<file path="config.mk">
export PLATFORM = sky130hd
export DESIGN_NAME = cp0_except_unit
export DESIGN_NICKNAME = d
export VERILOG_FILES = /design/src/rtl/cp0_except_unit.sv
export SDC_FILE = /design/constraint.sdc
export NUM_CORES = 1
export LEC_CHECK = 0
export CAP_MARGIN = 10
export CORE_UTILIZATION = 49
export DETAILED_ROUTE_END_ITERATION = 12
export PLACE_DENSITY = 0.87
export SYNTH_ARGS = -nofsm -noshare
export SYNTH_HDL_FRONTEND = slang
export SYNTH_SLANG_ARGS = --single-unit
</file>
<file path="constraint.sdc">
create_clock -name clk -period 6.7 [get_ports clk]
set_input_delay 1.005 -clock clk [delete_from_list [all_inputs] [get_ports clk]]
set_output_delay 1.005 -clock clk [all_outputs]
set_load 0.01 [all_outputs]
</file>
<file path="src/rtl/cp0_except_unit.sv">
// cp0_except_unit: MEM-stage exception resolver with Count/Compare/Status/Cause/EPC and mfc0/mtc0
module cp0_except_unit #(
  parameter logic [31:0] EXC_VECTOR = 32'h0000_0020,
  parameter logic [31:0] STATUS_RST = 32'h1000_0000
) (
  input  logic        clk,
  input  logic        rst_n,
  input  logic        valid_i,
  input  logic [31:0] excepttype_i,
  input  logic [31:0] pc_i,
  input  logic        in_delayslot_i,
  input  logic [5:0]  int_i,
  input  logic        cp0_we_i,
  input  logic [4:0]  cp0_waddr_i,
  input  logic [31:0] cp0_wdata_i,
  input  logic [4:0]  cp0_raddr_i,
  output logic [31:0] cp0_rdata_o,
  output logic [31:0] excepttype_o,
  output logic        flush_o,
  output logic [31:0] new_pc_o,
  output logic [31:0] status_o,
  output logic [31:0] cause_o,
  output logic [31:0] epc_o,
  output logic        timer_int_o
);
  logic [31:0] count, compare, status, cause, epc;
  logic timer, int_take, exc, eret, we;
  logic [4:0] exc_code;
  logic unused_ok;
  assign unused_ok = ^{excepttype_i[31:13], excepttype_i[11:10], excepttype_i[7:0]};
  assign int_take = valid_i & status[0] & ~status[1] & (|(cause[15:8] & status[15:8]));
  always_comb begin
    excepttype_o = !rst_n ? 32'h0 :
                   int_take ? 32'h1 :
                   excepttype_i[8] ? 32'h8 :
                   excepttype_i[9] ? 32'ha :
                   excepttype_i[12] ? 32'he : 32'h0;
    cp0_rdata_o = cp0_raddr_i == 5'd9  ? count :
                  cp0_raddr_i == 5'd11 ? compare :
                  cp0_raddr_i == 5'd12 ? status :
                  cp0_raddr_i == 5'd13 ? cause :
                  cp0_raddr_i == 5'd14 ? epc : 32'h0;
  end
  assign flush_o = excepttype_o != 32'h0;
  assign eret = excepttype_o == 32'he;
  assign exc = flush_o & ~eret;
  assign exc_code = excepttype_o == 32'h1 ? 5'd0 : excepttype_o[4:0];
  assign new_pc_o = eret ? epc : EXC_VECTOR;
  assign we = cp0_we_i & ~flush_o;
  assign status_o = status;
  assign cause_o = cause;
  assign epc_o = epc;
  assign timer_int_o = timer;
  always_ff @(posedge clk or negedge rst_n) begin
    if (!rst_n) begin
      count <= 32'h0;
      compare <= 32'h0;
      status <= STATUS_RST;
      cause <= 32'h0;
      epc <= 32'h0;
      timer <= 1'b0;
    end else begin
      count <= (we && cp0_waddr_i == 5'd9) ? cp0_wdata_i : count + 32'd1;
      if (we && cp0_waddr_i == 5'd11) compare <= cp0_wdata_i;
      timer <= (we && cp0_waddr_i == 5'd11) ? 1'b0 : timer | (count == compare && compare != 32'h0);
      if (we && cp0_waddr_i == 5'd12) status <= cp0_wdata_i;
      if (we && cp0_waddr_i == 5'd14) epc <= cp0_wdata_i;
      if (we && cp0_waddr_i == 5'd13) cause[9:8] <= cp0_wdata_i[9:8];
      cause[15:10] <= {int_i[5] | timer, int_i[4:0]};
      if (exc) begin
        epc <= in_delayslot_i ? pc_i - 32'd4 : pc_i;
        cause[31] <= in_delayslot_i;
        cause[6:2] <= exc_code;
        status[1] <= 1'b1;
      end
      if (eret) status[1] <= 1'b0;
    end
  end
endmodule
</file>
==> run summary <==
path depth of the worst reg2reg path -> 7
Area Overhead vs Synth -> 34.4%
GPL Wtd Cong -> 0.956
Detail Route Antenna Nets -> 0
share of layout cells above drive strength 1 -> 16.5%
Synth Area in XOR/XNOR -> 8.92%
I/O Buffers -> 234
Crit path largest cell delay -> 940 ps
post-synthesis simple-gate area fraction -> 15.9%
critical path depth in cells -> 5
register area -> 3550 um^2
Critical Path Start Type -> input port
Clock Skew -> 7.57 ps
Final Max Slew Viols -> 0
status -> finished clean
Final nets -> 1,181
Yosys Warn Count -> 18
gr ovfl total -> 0
Compound-Gate Fraction of Synth Area -> 11.1%
overall die area -> 18,200 um^2
crit-path most repeated cell -> clkdlybuf4s50_1
maximum vdd drop -> 221 uV
CTS Hold Bufs -> 0
DR pass1 iterations -> 8
DR iter-0 viols -> 993
clk buf depth -> 2
Wirelength per Cell -> 23.0 um
Worst slew margin -> 28.8%
Die Y -> 135 um
DRC -> 0
# IOs -> 311
crit-path cells -> clkdlybuf4s50_1 > nor2_1 > a221oi_1 > o21ai_0 > clkdlybuf4s50_1
worst hold margin -> 510 ps
number of flops mapped to enable cells by yosys -> 0
routed vias/inst -> 6.29
vias in the first global route -> 7,715
Worst-Margin Slew -> 1070 ps
Adder-Cell Fraction of Synth Area -> 0.290%
Crit. Startpoint -> cp0_raddr_i[1]
Final min period -> 5070 ps
mux cell area share after synthesis -> 15.9%
crit-path max FO -> 13
dominant combinational cell family by area after synthesis -> simple AND/OR/NAND/NOR gates
register bit total from synthesis -> 142
CORE AREA -> 17,200 um^2
FFs w/ async S/R, synth -> 100%
Post-Syn Area -> 8640 um^2
global-route wire length before repair -> 45,600 um
synthesized instance count -> 849
setup violators final -> 0
Top delay family on crit path -> buffers and inverters
Max Cap Viol -> 0
Detailed Place HPWL -> 21,700 um
Filler cells -> 1,240
antenna violations before repair -> 0
total wire length -> 29,900 um
Setup crit end kind -> output pin
Initial Util -> 50.1%
clock-pin slew on the worst setup and hold paths -> 60 ps
CTS Buf Count -> 17
All-Layer GR Usage -> 33.6%
PnR worst setup slack -> 1630 ps
Resize count post-CTS -> 0
die width -> 135 um
Top FF cell, synth -> dfrtp_1
crit path max-delay cell type -> nor2_1
Post-CTS Setup Inserts -> 0
unrepaired setup endpoints after global routing -> false
Multi-input gate area -> 4710 um^2
final hold vios -> 0
Worst Path Required -> 5690 ps
clock sinks -> 142
Avg Cell Area, Syn -> 10.2 um^2
HP Class -> reg2reg
Buf/Inv on CP -> 2
leak pwr -> 4.88 nW
DR vias -> 8,172
Setup Crit Path Kind -> in2out
CTS root buffer -> clkbuf_16
Cell variety after synth -> 54
RR Endpoint -> compare[17]
pwr dens -> 241 nW/um^2
register area share after synthesis -> 41.1%
largest net degree at the start of global routing -> 91
fmax -> 197 MHz
Cell Rows -> 48
pre-CTS WS -> 1610 ps
CTS H-tree lvls -> 4
fin crit share -> 75.7%
Critical Path End -> cp0_rdata_o[31]
Data arrival, critical path -> 4070 ps
TNS Setup -> 0 ps
Worst-Skew Late Latency -> 430 ps
r2r setup slk -> 3240 ps
Hold Crit Start -> timer_int_o
reg-to-reg startpoint -> status_o[10]
CTS tree -> built
through the flow:
| step | utilization, % | std cells | instance area [um^2] | power, mW |
|---|---|---|---|---|
| after floorplan | - | 895 | 8810 | 1.51 |
| after global placement | 63.9 | 1267 | 11000 | 1.84 |
| after detailed placement | 63.9 | 1267 | 11000 | 1.86 |
| after CTS | 67.2 | 1298 | 11600 | 2.79 |
| after global routing | 67.3 | 1299 | 11600 | 2.90 |
| final | 67.3 | 1300 | 11600 | 2.80 |
power by group:
part | switching, mW | internal, mW
clock | 0.352 | 0.574
sequential | 0.207 | 0.992
combinational | 0.304 | 0.372
layout make-up:
class | count | share of cell area [%]
antenna | 1 | 0.0216
clock buffer | 25 | 4.53
clock inverter | 6 | 0.474
inverter | 7 | 0.226
multi-input combinational | 646 | 40.6
sequential | 142 | 30.6
tap | 225 | 2.43
timing repair buffer | 248 | 21.1
layer usage:
metal	routed length (um)	vias up	GRT usage [%]	share of wire, %
met1	11500	4047	44.9	38
met2	13900	565	51.2	46
li1	-	3451	-	-
met4	1510	0	19.2	5.0
met3	3050	109	6.42	10
met5	0	-	0	0
registers in the layout, summed over array words and instances (netlist names):
| signal | cells |
|---|---|
| status_o | 32 |
| compare | 32 |
| timer_int_o | 1 |
| epc_o | 32 |
| count | 32 |
| cause_o | 13 |
worst min path at each step:
stage	endpoint	slack [ps]	cells past startpoint
after floorplan	count[0]	530	1
after global placement	cause_o[2]	500	1
after detailed placement	cause_o[2]	510	1
after CTS	cause_o[15]	520	1
after global routing	cause_o[2]	530	1
final	cause_o[15]	510	1
synthesized netlist by cell type, drive strengths merged, types with 2 or more instances:
master | number | area [um^2]
dfrtp | 141 | 3530
mux2 | 112 | 1260
nor2 | 56 | 210
buf | 55 | 392
clkbuf | 45 | 169
xnor2 | 44 | 385
xor2 | 44 | 385
nand2 | 39 | 149
and2 | 35 | 219
nor4 | 32 | 200
a22oi | 27 | 203
o22ai | 24 | 150
o21ai | 21 | 105
a21oi | 20 | 100
nand3 | 19 | 95.1
nand4 | 16 | 100
a221oi | 13 | 114
a222oi | 13 | 130
nor3 | 12 | 60.1
mux2i | 11 | 110
and3 | 7 | 43.8
a221o | 6 | 60.1
inv | 6 | 22.5
nor4b | 5 | 56.3
or3 | 5 | 33.8
or4 | 5 | 45.0
or2 | 4 | 25.0
and4 | 3 | 26.3
nand2b | 3 | 18.8
nand4b | 3 | 26.3
a21bo | 2 | 20.0
ha | 2 | 25.0
nand3b | 2 | 15.0
nor4bb | 2 | 20.0
o21a | 2 | 15.0
o31a | 2 | 17.5
kinds of logic after synthesis:
group,after synthesis
AO/OA/AOI/OAI,135
XOR/XNOR,88
adder cells (fa/ha/maj),2
buffers and inverters,107
flip-flops,142
multiplexers,123
other,1
AND/OR/NAND/NOR,251
placed cells by master (no fill, tap or decap), types with 3 or more instances in the layout:
cell,netlist,final
nand2b_1,3,3
mux2_2,112,112
a221oi_1,13,13
or4_1,3,3
and4_1,3,3
clkinv_2,0,5
clkbuf_16,0,17
dfrtp_1,141,141
and2_1,35,35
a222oi_1,13,13
a21oi_1,20,20
or2_2,3,3
buf_4,47,13
mux2i_1,11,11
inv_1,6,6
o21ai_0,21,21
clkbuf_8,0,7
nand4_1,16,16
a221o_1,6,6
o22ai_1,24,24
nor2_1,56,56
xor2_1,44,44
nand4b_1,3,3
nand2_1,38,38
nand3_1,19,19
a22oi_1,27,27
clkdlybuf4s50_1,0,233
conb_1,1,47
and3_1,7,7
nor3_1,12,9
or3_1,3,3
nor4_1,32,31
nor3_2,0,3
xnor2_1,44,44
Power figures use the tool's default switching activity.
